$ cat src/rtl/cpu_pkg.sv
// Shared core types: word/register sizes, load encodings,
// and the writeback state machine encoding.
package cpu_pkg;

    localparam int regBits  = 5;
    localparam int wordBits = 32;

    typedef logic [wordBits-1:0] word_t;

    typedef enum logic [2:0] {
        LB  = 3'b000,
        LH  = 3'b001,
        LW  = 3'b010,
        LBU = 3'b100,
        LHU = 3'b101
    } load_funct3_t;

    typedef enum logic {
        IDLE     = 1'b0,
        WAIT_MEM = 1'b1
    } wb_state_t;

endpackage

$ cat src/rtl/load_extend.sv
// Load data formatter: picks the byte/half/word out of the
// aligned memory word and extends it; flags bad type/alignment.
module load_extend
    import cpu_pkg::*;
#(
    parameter int WORD_W = 32
) (
    input  logic [2:0]        funct3,
    input  logic [1:0]        addr_lo,
    input  logic [WORD_W-1:0] raw,
    output logic [WORD_W-1:0] data,
    output logic              fault
);

    logic [7:0]  byte_v;
    logic [15:0] half_v;

    // Lane select followed by sign/zero extension per load type
    always_comb begin
        byte_v = raw[{addr_lo, 3'b000} +: 8];
        half_v = raw[{addr_lo[1], 4'b0000} +: 16];
        data   = '0;
        fault  = 1'b0;
        case (load_funct3_t'(funct3))
            LB: begin
                data = {{(WORD_W-8){byte_v[7]}}, byte_v};
            end
            LH: begin
                data  = {{(WORD_W-16){half_v[15]}}, half_v};
                fault = addr_lo[0];
            end
            LW: begin
                data  = raw;
                fault = (addr_lo != 2'b00);
            end
            LBU: begin
                data = {{(WORD_W-8){1'b0}}, byte_v};
            end
            LHU: begin
                data  = {{(WORD_W-16){1'b0}}, half_v};
                fault = addr_lo[0];
            end
            default: begin
                fault = 1'b1;
            end
        endcase
    end

endmodule

$ cat src/rtl/writeback_unit.sv
// Writeback stage: retires ALU results and one outstanding load
// into the register file, with load timeout and stall signalling.
module writeback_unit
    import cpu_pkg::*;
#(
    parameter int WORD_W  = 32,
    parameter int REG_AW  = regBits,
    parameter int TIMEOUT = 255
) (
    input  logic              clk,
    input  logic              nRst,
    input  logic              alu_valid,
    input  logic [REG_AW-1:0] alu_rd,
    input  logic [WORD_W-1:0] alu_result,
    input  logic              ld_valid,
    input  logic [REG_AW-1:0] ld_rd,
    input  logic [2:0]        ld_funct3,
    input  logic [1:0]        ld_addr_lo,
    input  logic              mem_ack,
    input  logic [WORD_W-1:0] mem_rdata,
    output logic              reg_write,
    output logic [REG_AW-1:0] write_index,
    output logic [WORD_W-1:0] write_data,
    output logic              busy,
    output logic              load_fault,
    output logic              protocol_err
);

    localparam int CW = $clog2(TIMEOUT + 1);

    wb_state_t         state, state_d;
    logic [CW-1:0]     cnt, cnt_d;
    logic [REG_AW-1:0] rd_q, rd_d;
    logic [2:0]        f3_q, f3_d;
    logic [1:0]        lo_q, lo_d;

    logic              we_d;
    logic [REG_AW-1:0] idx_d;
    logic [WORD_W-1:0] data_d;
    logic              fault_d;
    logic              perr_d;

    logic [WORD_W-1:0] ext_data;
    logic              ext_fault;

    load_extend #(
        .WORD_W(WORD_W)
    ) u_ext (
        .funct3 (f3_q),
        .addr_lo(lo_q),
        .raw    (mem_rdata),
        .data   (ext_data),
        .fault  (ext_fault)
    );

    // State, latched load info and all registered outputs
    always_ff @(posedge clk or negedge nRst) begin
        if (!nRst) begin
            state        <= IDLE;
            cnt          <= '0;
            rd_q         <= '0;
            f3_q         <= '0;
            lo_q         <= '0;
            reg_write    <= 1'b0;
            write_index  <= '0;
            write_data   <= '0;
            busy         <= 1'b0;
            load_fault   <= 1'b0;
            protocol_err <= 1'b0;
        end else begin
            state        <= state_d;
            cnt          <= cnt_d;
            rd_q         <= rd_d;
            f3_q         <= f3_d;
            lo_q         <= lo_d;
            reg_write    <= we_d;
            write_index  <= idx_d;
            write_data   <= data_d;
            busy         <= (state_d == WAIT_MEM);
            load_fault   <= fault_d;
            protocol_err <= perr_d;
        end
    end

    // Next state and next output values
    always_comb begin
        state_d = state;
        cnt_d   = cnt;
        rd_d    = rd_q;
        f3_d    = f3_q;
        lo_d    = lo_q;
        we_d    = 1'b0;
        idx_d   = write_index;
        data_d  = write_data;
        fault_d = 1'b0;
        perr_d  = 1'b0;
        unique case (state)
            IDLE: begin
                if (alu_valid) begin
                    we_d   = (alu_rd != '0);
                    idx_d  = alu_rd;
                    data_d = alu_result;
                end
                if (ld_valid) begin
                    rd_d    = ld_rd;
                    f3_d    = ld_funct3;
                    lo_d    = ld_addr_lo;
                    cnt_d   = '0;
                    state_d = WAIT_MEM;
                end
            end
            WAIT_MEM: begin
                perr_d = alu_valid | ld_valid;
                if (mem_ack) begin
                    state_d = IDLE;
                    if (ext_fault) begin
                        fault_d = 1'b1;
                    end else begin
                        we_d   = (rd_q != '0);
                        idx_d  = rd_q;
                        data_d = ext_data;
                    end
                end else if (cnt == CW'(TIMEOUT - 1)) begin
                    state_d = IDLE;
                    fault_d = 1'b1;
                end else begin
                    cnt_d = cnt + CW'(1);
                end
            end
            default: begin
                state_d = IDLE;
            end
        endcase
    end

endmodule

$ cat config.mk
export PLATFORM = sky130hd
export DESIGN_NAME = writeback_unit
export DESIGN_NICKNAME = d
export VERILOG_FILES = /design/src/rtl/cpu_pkg.sv /design/src/rtl/load_extend.sv /design/src/rtl/writeback_unit.sv
export SDC_FILE = /design/constraint.sdc
export NUM_CORES = 1
export LEC_CHECK = 0
export ABC_AREA = 1
export BUFFER_PORTS_ARGS = -buffer_cell sky130_fd_sc_hd__buf_2
export CAP_MARGIN = 0
export CORE_UTILIZATION = 25
export DETAILED_ROUTE_END_ITERATION = 10
export SLEW_MARGIN = 20
export SYNTH_ARGS = -nofsm -noshare
export SYNTH_HDL_FRONTEND = slang
export SYNTH_SLANG_ARGS = --single-unit
$ cat constraint.sdc
create_clock -name clk -period 2 [get_ports clk]
set_clock_uncertainty 0.2 [all_clocks]
set_input_delay 0 -clock clk [delete_from_list [all_inputs] [get_ports clk]]
set_output_delay 0 -clock clk [all_outputs]
set_load 0.02 [all_outputs]
* Word-level counts from Yosys, hierarchy flattened
Index checks and enable logic that the tools add are counted.
** Word-level totals
- Register bits :: 59
- Bits of input ports :: 84
- Logic and storage cells :: 62
** Cells by class
- Add/sub/neg operators :: 1
- Equality and inequality tests :: 11
- Shift-type cells :: 2
- Muxes and demuxes :: 27
- Bitwise logic cells :: 2
- Reduce and logical (&&, ||, !) cells :: 9
** Operators by type and width (number)
- $pmux 32 s5 :: 1
- $mux 32 :: 3
- $pmux 32 s2 :: 1
- $shiftx 32x6->16 :: 1
- $shiftx 32x6->8 :: 1
- $mux 8 :: 3
- $pmux 8 s2 :: 1
- $mux 5 :: 3
- $ne 2x2->1 const B :: 6
- $mux 1 :: 11
- $pmux 5 s2 :: 1
- $reduce_bool 5->1 :: 2
- $add 8x1->8 const B :: 1
- $eq 8x8->1 const B :: 1
- $eq 3x3->1 const B :: 2
- $reduce_and 3->1 :: 2
- $pmux 1 s2 :: 2
- $reduce_or 2->1 :: 2
- $eq 3x1->1 const B :: 1
- $eq 3x2->1 const B :: 1
- $logic_not 3->1 :: 1
- $pmux 1 s3 :: 1
- $reduce_and 2->1 :: 1
- $reduce_bool 2->1 :: 1
- 2 further kinds :: 2

* Depth between registers and ports, before layout
- Depth after elaboration :: 6
- Depth in mapped cells :: 13
- Depth with buffers taken out :: 11

* Hierarchy
From an unflattened synthesis, not the netlist that was laid out.
** Unflattened totals
- Cell total of the unflattened synthesis :: 517
- Area, all modules :: 3588.4 µm²
** By module, submodules not included
- writeback_unit :: instances 1, cells an instance 314, area each 2700.1 µm², sequential area each 1476.4 µm²
- load_extend :: instances 1, cells an instance 203, area each 888.4 µm², sequential area each 0.0 µm²

* Worst setup path after synthesis
OpenSTA, ideal clock, no wires.
- Path type :: reg-to-reg
- Start point :: reg state
- End point :: reg rd_q[4]
- Setup time :: 125 ps
- Arrival :: 1375 ps
- Required time :: 1675 ps
- Setup slack :: 300 ps
- Stages on the path, launching flop included :: 5
- Buffers on the path :: 1
- Path through :: dfrtp_1 inv_1 nand2_1 buf_2 mux2_2
** Between the ends
- Longest elaborated chain between the ends :: 2
** RTL lines
- start: declaration :: line writeback_unit.sv:31 : wb_state_t state, state_d;
- start signal: assignment :: line writeback_unit.sv:71 : state <= state_d;
- $not 1->1 (no source line)
- $reduce_and 2->1 (no source line)
- end signal: assignment :: line writeback_unit.sv:73 : rd_q <= rd_d;
- end: declaration :: line writeback_unit.sv:33 : logic [REG_AW-1:0] rd_q, rd_d;
Every way passes these cells.
A chain may end at the register's enable or synchronous reset.

* Worst setup path in the final report
- Start point :: reg cnt[0]
- End point :: reg cnt[0]
** Between the ends
- Longest elaborated chain between the ends :: 4
- Elaborated cells on any way between the ends :: 7
- Those cells by class :: add/sub: 1; eq/ne: 2; mux: 3; reduce/logical: 1
** RTL lines
- start: declaration :: line writeback_unit.sv:32 : logic [CW-1:0] cnt, cnt_d;
- start signal: assignment :: line writeback_unit.sv:72 : cnt <= cnt_d;
- $add 8x1->8 :: line writeback_unit.sv:127 : cnt_d = cnt + CW'(1);
- $mux 8 :: line writeback_unit.sv:123 : end else if (cnt == CW'(TIMEOUT - 1)) begin
- $mux 8 :: line writeback_unit.sv:114 : if (mem_ack) begin
- $pmux 8 s2 :: line writeback_unit.sv:97 : unique case (state)
Several ways; a longest one is shown, not always the timed one. The select of a mux whose other input is x is not followed.

==> qor.txt <==
Ys Warns = 0
Most frequent cells after synthesis = nand2_1, nand3_1, dfrtp_1, inv_1, buf_2
Synth Register Bits = 59
Final slew viol count = 0
Power per cell area = 983 nW/um2
Post-Syn Area per Cell = 6.41 um2
Routed Antenna Nets = 0
Max Cap Violations = 0
Worst-path clk slew = 0.05 ns
Initial antenna violation count = 0
Switching share of total power = 0.387
Failing checks = hold timing
CP Data Required Time = 2.05 ns
Max VDD drop = 0.000434 V
Row cnt = 44
P_sw = 2.15 mW
DR iter-0 viols = 223
Total gr overflow = 0
Slew margin rel. = 0.715
Outcome = finished with violations
R2R Setup Slk = 0.25 ns
Clock Tree Buf Depth = 2
Mapped Nets = 686
Vias in the first global route = 4325
CTS H-Tree Depth = 3
Final Power = 5.56 mW
Final worst-path cycle share = 0.874
First-pass GRT wire length = 21100 um
Maximum clock rate = 0.572 GHz
Cell chain of the critical path = inv_1 -> ha_1 -> nand2_1 -> nor2_1 -> nand2_1 -> nand3_1 -> nand2_1 -> o21ai_0
CORE AREA = 14800 um2
Post-CTS Resized = 0
Arrival time worst endpoint = 1.80 ns
CP max stage delay = 0.39 ns
Die Wd = 126 um
Clock sinks = 59
TritonCTS clock tree = yes
Final net count = 867
RSZ-0062 raised after global routing = false
Post-synthesis sequential area ratio = 0.384
Drt pass-1 iters = 4
Post-Synthesis Cells = 600
Kind of critical path = flop to flop
Routed via count = 4366
Tightest Pin Transition = 0.425 ns
Sum Neg Setup Slack = 0 ns
Initial core utilization = 0.261
Yosys top cell by area = dfrtp_1
Residual DRC count = 0
Layout overhead on the synthesized area = 46.9%
Critical path startpoint = cnt[0]$_DFFE_PN0P_
Pleak = 3.22 nW
Share of synthesized registers carrying an async set or reset = 1.00
Clock root cell = clkbuf_16
Largest net degree at the start of global routing = 60
Post-synth EDFFs = 0
Most frequent CP cell = nand2_1
Dpl hpwl = 9370 um
Final Hold Fails = 6
Yosys top cell area share = 0.384
Final setup viols = 0
Die ar. = 15900 um2
Clk network pwr share = 0.298
Vias/cell = 4.50
CP endpoint kind = flop
Critical path launch point type = flop
PortBufs = 124
Final instance area = 5650 um2
Routed WL = 12900 um
Clock Latency Late Sink = 0.34 ns
Most numerous cell in the Yosys netlist = nand2_1
Num CTS Buffers = 9
Worst R2R Start = cnt[0]$_DFFE_PN0P_
Worst-path fanout max = 7
Worst min-delay path class = input pin to asynchronous set/reset pin
GP Congestion = 0.815
Die Span Y = 126 um
Reg2reg path depth = 8
Tmin final = 1.75 ns
Post-DP Area = 4720 um2
N_diodes = 0
Highest-delay cell along the critical path = dfrtp_1
Main area contributors after synthesis = dfrtp_1, nand2_1, nand3_1
Wire length per cell = 13.3 um
R2R Path End = cnt[0]$_DFFE_PN0P_
Cell area after synthesis = 3850 um2
Int Pwr = 3.41 mW
Combinational Power Share = 0.390
Cell variety after synth = 31
IO Count = 125
Gr usage total = 0.170
Fraction of layout cells with a size suffix above 1 = 0.223
Reg power frac = 0.312
Hold_ws = -0.0110 ns
Most used DFF post-synth = dfrtp_1
cells by family (layout without fill, tap and decap cells):
group / count (synthesis) / count (layout) / share of synthesized area
simple gates: 426 / 426 / 0.461
flops: 59 / 59 / 0.384
xor+xnor: 4 / 4 / 0.00910
mux: 6 / 6 / 0.0176
buf+inv: 78 / 264 / 0.0871
fa+ha+maj: 2 / 2 / 0.00650
compound gates: 25 / 25 / 0.0354
repair_timing:
action / CTS / global route
hold endpoints to repair: 115 / 0
hold buffers: 62 / 0
setup buffers: 0 / 0
worst max path at each step:
stage	endpoint	slack, ns	depth (start not counted)
floorplan	rd_q[4]$_DFFE_PN0P_	0.30	4
global placement	cnt[0]$_DFFE_PN0P_	0.26	6
detailed placement	cnt[0]$_DFFE_PN0P_	0.26	8
CTS	cnt[0]$_DFFE_PN0P_	0.24	8
global route	write_data[1]$_DFFE_PN0P_	0.03	8
finish	cnt[0]$_DFFE_PN0P_	0.25	8
critical path, delay by kind of cell (launching register included):
family | cells | cell delay, ns
adder cells (fa/ha/maj) | 1 | 0.16
buffers and inverters | 1 | 0.10
AND/OR/NAND/NOR | 5 | 0.62
flip-flops | 1 | 0.39
AO/OA/AOI/OAI | 1 | 0.19
flip-flops by register name (all words and copies together) (netlist names), 2 cells and up:
register and flops:
f3_q 3, lo_q 2, write_index 5, write_data 32, rd_q 5, cnt 8
cell type report:
class                           count  area [um2]
Fill cell                        1568        9100
Multi-Input combinational cell    463        2040
Sequential cell                    59        1480
Timing Repair Buffer              201        1420
Tap cell                          184         230
Clock buffer                        9         225
Inverter                           47         176
Clock inverter                      7        92.6
per-layer routing:
metal  routed length (um)  up-vias  GRT usage
met5                    0        -          0
met4                  222        0     0.0517
met3                  679       13     0.0450
met2                 6150      125      0.288
met1                 5820     2002      0.210
li1                     -     2226          -
stage by stage:
step                      std cells  utilization  setup slack, ns  hold WS [ns]
final                           970        0.383            0.252       -0.0110
after global routing            970        0.383           0.0310        0.0395
after CTS                       970        0.383            0.241       0.00107
after detailed placement        892        0.320            0.256        -0.163
after global placement          892        0.320            0.258        -0.160
after floorplan                 600            -            0.300        -0.496
layout by cell type (no fill, tap or decap), types with 2 or more instances in the layout:
cell type,instances
nor3_1,5
a21oi_1,9
or2_2,3
nand2_1,319
nand2_2,4
buf_2,124
clkbuf_16,9
o22ai_1,3
buf_12,5
bufinv_16,2
dlygate4sd3_1,62
nand3_1,75
clkinv_2,2
ha_1,2
xor2_1,3
clkinvlp_4,3
o21ai_0,10
mux2_2,6
buf_4,10
nor2_1,12
dfrtp_1,59
inv_2,2
inv_1,44
o211ai_1,2
power by group through the flow:
stage                     Sequential, mW  Combinational (mW)  Clock [mW]
after floorplan                     2.05                1.05           0
after global placement              1.76                2.08           0
after detailed placement            1.76                2.09           0
after CTS                           1.75                2.19        1.71
after global routing                1.78                2.43        1.75
final                               1.74                2.17        1.66
Note: power is estimated with default switching activity, not from simulation.
